[src/rtl/vxe_mem_hub_pkg.sv]
// Shared memory-hub constants: response word layout and the skid buffer occupancy states.
// The request router uses the same field widths.
package vxe_mem_hub_pkg;

  localparam int CID_W        = 6;
  localparam int DATA_W       = 64;
  localparam int RSS_W        = CID_W + DATA_W;
  localparam int RSS_CID_MSB  = RSS_W - 1;
  localparam int RSS_CID_LSB  = DATA_W;
  localparam int RSS_DATA_MSB = DATA_W - 1;
  localparam int RSS_DATA_LSB = 0;

  typedef enum logic [1:0] {
    SKID_EMPTY = 2'd0,
    SKID_ONE   = 2'd1,
    SKID_FULL  = 2'd2
  } skid_state_e;

endpackage

[src/rtl/vxe_mem_hub_skid2.sv]
// Generic 2-entry show-ahead FIFO. The head drives dout and cnt reports occupancy.
// Storage is not reset; only occupancy and pointers are.
module vxe_mem_hub_skid2
  import vxe_mem_hub_pkg::*;
#(
  parameter int W = RSS_W
) (
  input  logic         clk,
  input  logic         rst,
  input  logic         push,
  input  logic [W-1:0] din,
  input  logic         pop,
  output logic [W-1:0] dout,
  output logic [1:0]   cnt
);

  skid_state_e  state_r;
  skid_state_e  state_nxt_s;
  logic [W-1:0] mem_r [2];
  logic         wr_ptr_r;
  logic         rd_ptr_r;
  logic         push_s;
  logic         pop_s;
  logic         resync_s;

  assign push_s = push && ((state_r == SKID_EMPTY) || (state_r == SKID_ONE));
  assign pop_s  = pop  && ((state_r == SKID_ONE)   || (state_r == SKID_FULL));

  // Occupancy next state; an illegal encoding recovers to EMPTY and realigns the pointers
  always_comb begin
    state_nxt_s = state_r;
    resync_s    = 1'b0;
    case (state_r)
      SKID_EMPTY: begin
        if (push_s) state_nxt_s = SKID_ONE;
        else        state_nxt_s = SKID_EMPTY;
      end
      SKID_ONE: begin
        if (push_s && !pop_s)      state_nxt_s = SKID_FULL;
        else if (!push_s && pop_s) state_nxt_s = SKID_EMPTY;
        else                       state_nxt_s = SKID_ONE;
      end
      SKID_FULL: begin
        if (pop_s) state_nxt_s = SKID_ONE;
        else       state_nxt_s = SKID_FULL;
      end
      default: begin
        state_nxt_s = SKID_EMPTY;
        resync_s    = 1'b1;
      end
    endcase
  end

  // Occupancy state register
  always_ff @(posedge clk or posedge rst) begin
    if (rst) state_r <= SKID_EMPTY;
    else     state_r <= state_nxt_s;
  end

  // Read and write pointers
  always_ff @(posedge clk or posedge rst) begin
    if (rst) begin
      wr_ptr_r <= 1'b0;
      rd_ptr_r <= 1'b0;
    end else if (resync_s) begin
      rd_ptr_r <= wr_ptr_r;
    end else begin
      if (push_s) wr_ptr_r <= ~wr_ptr_r;
      if (pop_s)  rd_ptr_r <= ~rd_ptr_r;
    end
  end

  // Data storage
  always_ff @(posedge clk) begin
    if (push_s) mem_r[wr_ptr_r] <= din;
  end

  assign dout = mem_r[rd_ptr_r];
  assign cnt  = state_r;

endmodule

[src/rtl/vxe_mem_hub_cu_ds.sv]
// CU downstream response merge. Responses from two master queues are round-robin
// arbitrated into a 2-entry skid buffer that feeds one CU sink.
module vxe_mem_hub_cu_ds #(
  parameter int CID_W  = vxe_mem_hub_pkg::CID_W,
  parameter int DATA_W = vxe_mem_hub_pkg::DATA_W,
  parameter int RSS_W  = CID_W + DATA_W
) (
  input  logic             clk,
  input  logic             rst,
  input  logic             i_m0_rss_vld,
  input  logic [RSS_W-1:0] i_m0_rss,
  output logic             o_m0_rss_rd,
  input  logic             i_m1_rss_vld,
  input  logic [RSS_W-1:0] i_m1_rss,
  output logic             o_m1_rss_rd,
  input  logic             i_rss_rdy,
  output logic [RSS_W-1:0] o_rss,
  output logic             o_rss_wr
);

  logic [1:0]       cnt_s;
  logic             accept_s;
  logic             grant_m1_s;
  logic             push_s;
  logic [RSS_W-1:0] push_data_s;
  logic             lg_r;

  // No pops while reset is held, even though the buffer already reads as empty
  assign accept_s    = !rst && (cnt_s != vxe_mem_hub_pkg::SKID_FULL);
  assign grant_m1_s  = i_m1_rss_vld && (!i_m0_rss_vld || !lg_r);
  assign o_m1_rss_rd = accept_s && grant_m1_s;
  assign o_m0_rss_rd = accept_s && i_m0_rss_vld && !grant_m1_s;
  assign push_s      = o_m0_rss_rd || o_m1_rss_rd;
  assign push_data_s = o_m1_rss_rd ? i_m1_rss : i_m0_rss;
  assign o_rss_wr    = (cnt_s != vxe_mem_hub_pkg::SKID_EMPTY) && i_rss_rdy;

  // Last-granted master; the reset value makes the first tie go to M0
  always_ff @(posedge clk or posedge rst) begin
    if (rst)              lg_r <= 1'b1;
    else if (o_m1_rss_rd) lg_r <= 1'b1;
    else if (o_m0_rss_rd) lg_r <= 1'b0;
    else                  lg_r <= lg_r;
  end

  vxe_mem_hub_skid2 #(.W(RSS_W)) u_skid (
    .clk  (clk),
    .rst  (rst),
    .push (push_s),
    .din  (push_data_s),
    .pop  (o_rss_wr),
    .dout (o_rss),
    .cnt  (cnt_s)
  );

endmodule

[config.mk]
export PLATFORM = sky130hd
export DESIGN_NAME = vxe_mem_hub_cu_ds
export DESIGN_NICKNAME = d
export VERILOG_FILES = /design/src/rtl/vxe_mem_hub_pkg.sv /design/src/rtl/vxe_mem_hub_skid2.sv /design/src/rtl/vxe_mem_hub_cu_ds.sv
export SDC_FILE = /design/constraint.sdc
export NUM_CORES = 1
export LEC_CHECK = 0
export ABC_AREA = 1
export BUFFER_PORTS_ARGS = -buffer_cell sky130_fd_sc_hd__buf_2
export CORE_MARGIN = 4
export CORE_UTILIZATION = 40
export DETAILED_ROUTE_END_ITERATION = 16
export MAX_ROUTING_LAYER = met4
export PLACE_DENSITY = 0.76
export SETUP_SLACK_MARGIN = 0.1
export SLEW_MARGIN = 30
export SYNTH_ARGS = -nofsm -noshare
export SYNTH_HDL_FRONTEND = slang
export SYNTH_SLANG_ARGS = --single-unit
[constraint.sdc]
create_clock -name clk -period 11 [get_ports clk]
set_clock_uncertainty 0.15 [all_clocks]
set_input_delay 2.2 -clock clk [delete_from_list [all_inputs] [get_ports clk]]
set_output_delay 2.2 -clock clk [all_outputs]
set_load 0.02 [all_outputs]
**Word-level counts from Yosys, hierarchy flattened**

Memories as Yosys holds them, arrays and structs flattened.
Cells that the tools add are included.
W data, S select, Z words.

- Bits in registers: 5
- RAM bits: 140
- Bits of input ports: 145
- Output and inout port bits: 73
- Logic and storage cells: 48
- Memories kept: 1

- Equality and inequality tests: 4
- Mux-type cells: 12
- Bitwise logic cells: 2
- Reductions and logical operators: 25

Memory list:

| memory | depth | width | rd ports | clocked after memory_dff | wr ports | RTL line | RTL |
|---|---|---|---|---|---|---|---|
| u_skid.mem_r | 2 | 70 | 1 | 0 | 1 | vxe_mem_hub_skid2.sv:19 | `logic [W-1:0] mem_r [2];` |

Operator list:

| kind | number |
|---|---|
| $mux W70 | 1 |
| $logic_and A1 B1 Y1 | 10 |
| $mux W1 | 8 |
| $logic_not A1 Y1 | 6 |
| $pmux W2 S3 | 1 |
| $logic_or A1 B1 Y1 | 4 |
| $mux W2 | 2 |
| $reduce_bool A2 Y1 | 2 |
| $reduce_or A3 Y1 | 1 |
| $eq A2 B1 Y1 const B | 1 |
| $eq A2 B2 Y1 const B | 1 |
| $logic_not A2 Y1 | 1 |
| $ne A2 B1 Y1 const B | 1 |
| $ne A2 B2 Y1 const B | 1 |
| $not A1 Y1 | 2 |
| $reduce_and A2 Y1 | 1 |

**Depth between registers and ports, before layout**

- Depth in word-level cells: 12
- Mapped depth: 12
- Mapped depth without buffers: 12

**Modules after synthesis**

Synthesis repeated with hierarchy kept, for this count alone.

- Cells, all modules: 733
- Area total of the unflattened synthesis: 7151.9 sq um

Modules (own cells, without submodules):

| module | instances | cells each | area an instance (sq um) | sequential area each (sq um) |
|---|---|---|---|---|
| vxe_mem_hub_skid2 | 1 | 408 | 5407.7 | 4304.1 |
| vxe_mem_hub_cu_ds | 1 | 325 | 1744.2 | 26.3 |

**Least setup slack after synthesis**

No wires, ideal clock.

- Path type: input-to-reg
- Start: in i_m0_rss_vld
- End: mem u_skid.mem_r[0][0] (netlist bit), enable pin
- Library setup time: 0.498 ns
- Arrival time: 5.576 ns
- Data required time: 10.352 ns
- Setup slack: 4.776 ns
- Cell stages on the path: 5
- Path buffers: 0
- Cell sequence: nand2_1 -> nand3_4 -> nand2_1 -> nand2_1 -> nor2_1

- Cells in the longest elaborated chain, start to end: 9
- Elaborated cells on any way between the ends: 11
- Classes of those cells: mux (2); reduce/logical (9)

Ends and longest elaborated chain:

| item | RTL line | RTL |
|---|---|---|
| start, declared | vxe_mem_hub_cu_ds.sv:10 | `input logic i_m0_rss_vld,` |
| $logic_not A1 Y1 | vxe_mem_hub_cu_ds.sv:30 | `assign grant_m1_s = i_m1_rss_vld && (!i_m0_rss_vld \|\| !lg_r);` |
| $logic_or A1 B1 Y1 | vxe_mem_hub_cu_ds.sv:30 |  |
| $logic_and A1 B1 Y1 | vxe_mem_hub_cu_ds.sv:30 |  |
| $logic_not A1 Y1 | vxe_mem_hub_cu_ds.sv:32 | `assign o_m0_rss_rd = accept_s && i_m0_rss_vld && !grant_m1_s;` |
| $logic_and A1 B1 Y1 | vxe_mem_hub_cu_ds.sv:32 |  |
| $logic_or A1 B1 Y1 (*) | vxe_mem_hub_cu_ds.sv:33 | `assign push_s = o_m0_rss_rd \|\| o_m1_rss_rd;` |
| $logic_and A1 B1 Y1 (*) | vxe_mem_hub_skid2.sv:26 | `assign push_s = push && ((state_r == SKID_EMPTY) \|\| (state_r == SKID_ONE));` |
| $mux W1 (*) | vxe_mem_hub_skid2.sv:75 | `if (push_s) mem_r[wr_ptr_r] <= din;` |
| $mux W1 (implied by the code) (*) | vxe_mem_hub_skid2.sv:75 |  |
| end, declared | vxe_mem_hub_skid2.sv:19 |  |

Every way passes the cells marked *; elsewhere a longest branch is shown, timed or not.

**Worst setup path after layout**

- Start: in i_m0_rss_vld
- End: out o_m1_rss_rd

- Cells in the longest elaborated chain, start to end: 4

Ends and longest elaborated chain:

| item | RTL line | RTL |
|---|---|---|
| $logic_not A1 Y1 | vxe_mem_hub_cu_ds.sv:30 |  |
| $logic_or A1 B1 Y1 | vxe_mem_hub_cu_ds.sv:30 |  |
| $logic_and A1 B1 Y1 | vxe_mem_hub_cu_ds.sv:30 |  |
| $logic_and A1 B1 Y1 | vxe_mem_hub_cu_ds.sv:31 | `assign o_m1_rss_rd = accept_s && grant_m1_s;` |
| end, declared | vxe_mem_hub_cu_ds.sv:15 | `output logic o_m1_rss_rd,` |

No other way between the ends.

==> flow_metrics.py <==
metrics = {
    "outcome": {
        "status": "finished, final reports clean",
    },
    "worst_setup_path": {
        "r2r_cells": 9,
        "critPathKind": "in2out",
        "startpoint_type": "input pin",
        "crit_top_cell": "buf_2",
        "cpPeakStageDelay_ns": 0.58,
        "critPathSlowestCell": "buf_4",
        "crit_buf_inv": 4,
        "r2r-end": "u_skid.mem_r[0][68]",
        "end_kind": "primary output",
        "cp.arrival_ns": 3.82,
        "crit_chain": "buf_2, nand2_1, nand3_4, buf_4, inv_4, buf_2",
        "ff2ff_setup_slack_ns": 7.88,
        "r2r_start": "u_skid.cnt[0]",
        "crit_path_max_fanout": 73,
        "crit_required_ns": 8.65,
        "cp_top_family": "buffers and inverters",
    },
    "sta": {
        "rsz0062_at_grt": "no",
        "fin_crit_sh_pct": 56.1,
        "min_period_ns": 6.17,
        "setup-violations-final": 0,
        "final_hold_viol_count": 0,
        "timing.fmax_ghz": 0.162,
        "hold_slack_ns": 0.323,
        "slew_viol_final": 0,
        "relSlewSlack_pct": 51.6,
        "setup_tns_ns": 0,
        "worstMarginPinSlew_ns": 0.727,
    },
    "detailed_routing": {
        "wl_um": 12900,
        "detail-route-antenna-nets": 0,
        "drc": 0,
        "detail_route.first_pass.iterations": 6,
        "wire_per_inst_um": 13.8,
        "num_vias": 4279,
        "dr.first_iter.drc_count": 163,
        "via_per_inst": 4.58,
    },
    "grt": {
        "grt_pass1_wl_um": 20300,
        "grt_antenna_before_repair": 0,
        "track_usage_pct": 14.9,
        "overflow": 0,
        "grt_pass1_vias": 4220,
        "grt_max_degree": 74,
    },
    "pwr": {
        "p_per_area_mw_per_mm2": 257,
        "worst_ir_drop_vdd_uv": 120,
        "leakage_nw": 3.59,
        "power_mw": 2.11,
    },
    "yosys": {
        "synth_area_mm2": 0.00632,
        "yosysUniqueCellTypes": 20,
        "yosysWarningCount": 0,
        "ys_ff_latch": 145,
        "ys_seq_area_share_pct": 68.5,
        "synth_fp_nets": 641,
        "syn_inst": 491,
        "syn_avg_cell_area_um2": 12.9,
    },
    "hold_path": {
        "hold_path_class": "reg2reg",
        "min_delay_worst_endpoint": "lg_r",
        "hp-start": "lg_r",
        "holdPathStages": 2,
    },
    "placement": {
        "routabilityCongestion": 0.814,
        "port_buffers": 217,
        "placedCellCount": 902,
        "dpl.hpwl_um": 8980,
    },
    "floorplanning": {
        "io_pins": 218,
        "die-area_mm2": 0.0179,
        "fp-row-count": 45,
        "die_w_um": 134,
        "die_h_um": 134,
        "core_mm2": 0.0154,
        "start_util_pct": 41.1,
    },
    "final_layout": {
        "area_growth_pct": 30.3,
        "most-common-layout-cells": "nand2_1 (226), buf_2 (217), edfxtp_1 (140)",
        "fin_util_pct": 53.6,
        "num-fill-cells": 1331,
        "layout-drive-gt1-share_pct": 45.6,
        "antenna_cells": 0,
        "nets": 861,
        "multi_input_area_mm2": 0.00180,
        "final-seq-area_mm2": 0.00433,
        "layout_commonest_cell": "nand2_1",
        "instances_no_fill": 935,
    },
    "run": {
        "drv_cap": 0,
    },
    "clock_tree": {
        "cts_tree": "done",
        "cts_hold_buf": 0,
        "clk_path_buf_depth": 2,
        "clk_latency_ns": 0.41,
        "htreeDepth": 4,
        "cts.clk_slew.worst_paths_ns": 0.06,
        "clkSinkCount": 145,
        "root_buffer": "clkbuf_16",
        "postCtsResizedCells": 0,
        "cts_setup_buffers": 0,
        "cts_inserted_buffers": 17,
    },
}
-- worst reg2reg max path: stages, from the launching register on --
cell	delay, ns
dfrtp_1	0.37
inv_1	0.07
ha_1	0.25
nor2_4	0.16
nand3_4	0.07
buf_4	0.35
nand2_1	0.23
nand2_1	0.17
nor2_4	0.40
buf_4	0.54
-- area by class of cell --
cell class	instances	share of cell area, %
Clock buffer	18	5.21
Clock inverter	14	2.26
Inverter	10	0.486
Multi-Input combinational cell	314	21.9
Sequential cell	145	52.6
Tap cell	211	3.20
Timing Repair Buffer	223	14.4
-- routing by layer --
layer,vias up,GRT usage (%),share of wire (%)
met1,1978,17.6,42
met3,20,4.34,6.6
met2,153,24.0,50
met4,0,5.71,1.8
met5,-,-,0
li1,2128,-,-
-- registers in the layout, indices dropped and copies added (netlist names) --
signal,flops
u_skid.rd_ptr_r,1
u_skid.mem_r,140
u_skid.wr_ptr_r,1
lg_r,1
u_skid.cnt,2
-- where the power goes --
part / total [mW] / internal (mW) / leakage, nW / switching, mW
Clock: 0.593 / 0.379 / 0.304 / 0.214
Sequential: 0.826 / 0.774 / 1.35 / 0.0522
Combinational: 0.695 / 0.277 / 1.93 / 0.418
-- per-stage QoR --
step | setup slack [ns] | cell area (µm²)
3_3_place_gp | 4.86 | 7550
5_1_grt | 4.66 | 8240
6_report | 4.83 | 8240
2_1_floorplan | 4.78 | 6320
3_5_place_dp | 4.83 | 7600
4_1_cts | 4.83 | 8220
-- cell families (layout without fill, tap and decap cells) --
kind of cell | after synthesis | count (layout) | synth area share, %
AO/OA/AOI/OAI | 4 | 4 | 0.316
XOR/XNOR | 1 | 1 | 0.139
adder cells (fa/ha/maj) | 5 | 5 | 0.989
buffers and inverters | 32 | 265 | 3.26
flip-flops | 145 | 145 | 68.5
multiplexers | 70 | 70 | 12.5
AND/OR/NAND/NOR | 234 | 234 | 14.3
-- Yosys cell counts --
| cell type | number | area [µm²] |
|---|---|---|
| a21oi_1 | 3 | 15.0 |
| nand2_1 | 226 | 848 |
| dfrtp_1 | 4 | 100 |
| buf_4 | 5 | 37.5 |
| buf_2 | 10 | 50.1 |
| edfxtp_1 | 140 | 4200 |
| xor2_1 | 1 | 8.76 |
| mux2_2 | 70 | 788 |
| inv_4 | 1 | 6.26 |
| nor2_4 | 1 | 11.3 |
| nand3_4 | 1 | 17.5 |
| inv_1 | 9 | 33.8 |
| ha_1 | 5 | 62.6 |
| o21ai_0 | 1 | 5.00 |
| or2_2 | 1 | 6.26 |
| nand4_1 | 1 | 6.26 |
| dfstp_2 | 1 | 26.3 |
| buf_6 | 7 | 78.8 |
| nor2_1 | 2 | 7.51 |
| nand3_1 | 2 | 10.0 |
-- how the worst max path moves through the flow --
stage | start | to | depth (start not counted)
after global placement | i_m0_rss_vld | o_m1_rss_rd | 6
after floorplan | i_m0_rss_vld | u_skid.mem_r[0][0] | 5
final | i_m0_rss_vld | o_m1_rss_rd | 6
after CTS | i_m0_rss_vld | o_m1_rss_rd | 6
after detailed placement | i_m0_rss_vld | o_m1_rss_rd | 6
after global routing | i_m0_rss_vld | o_m1_rss_rd | 6
(Power assumes the default switching activity.)
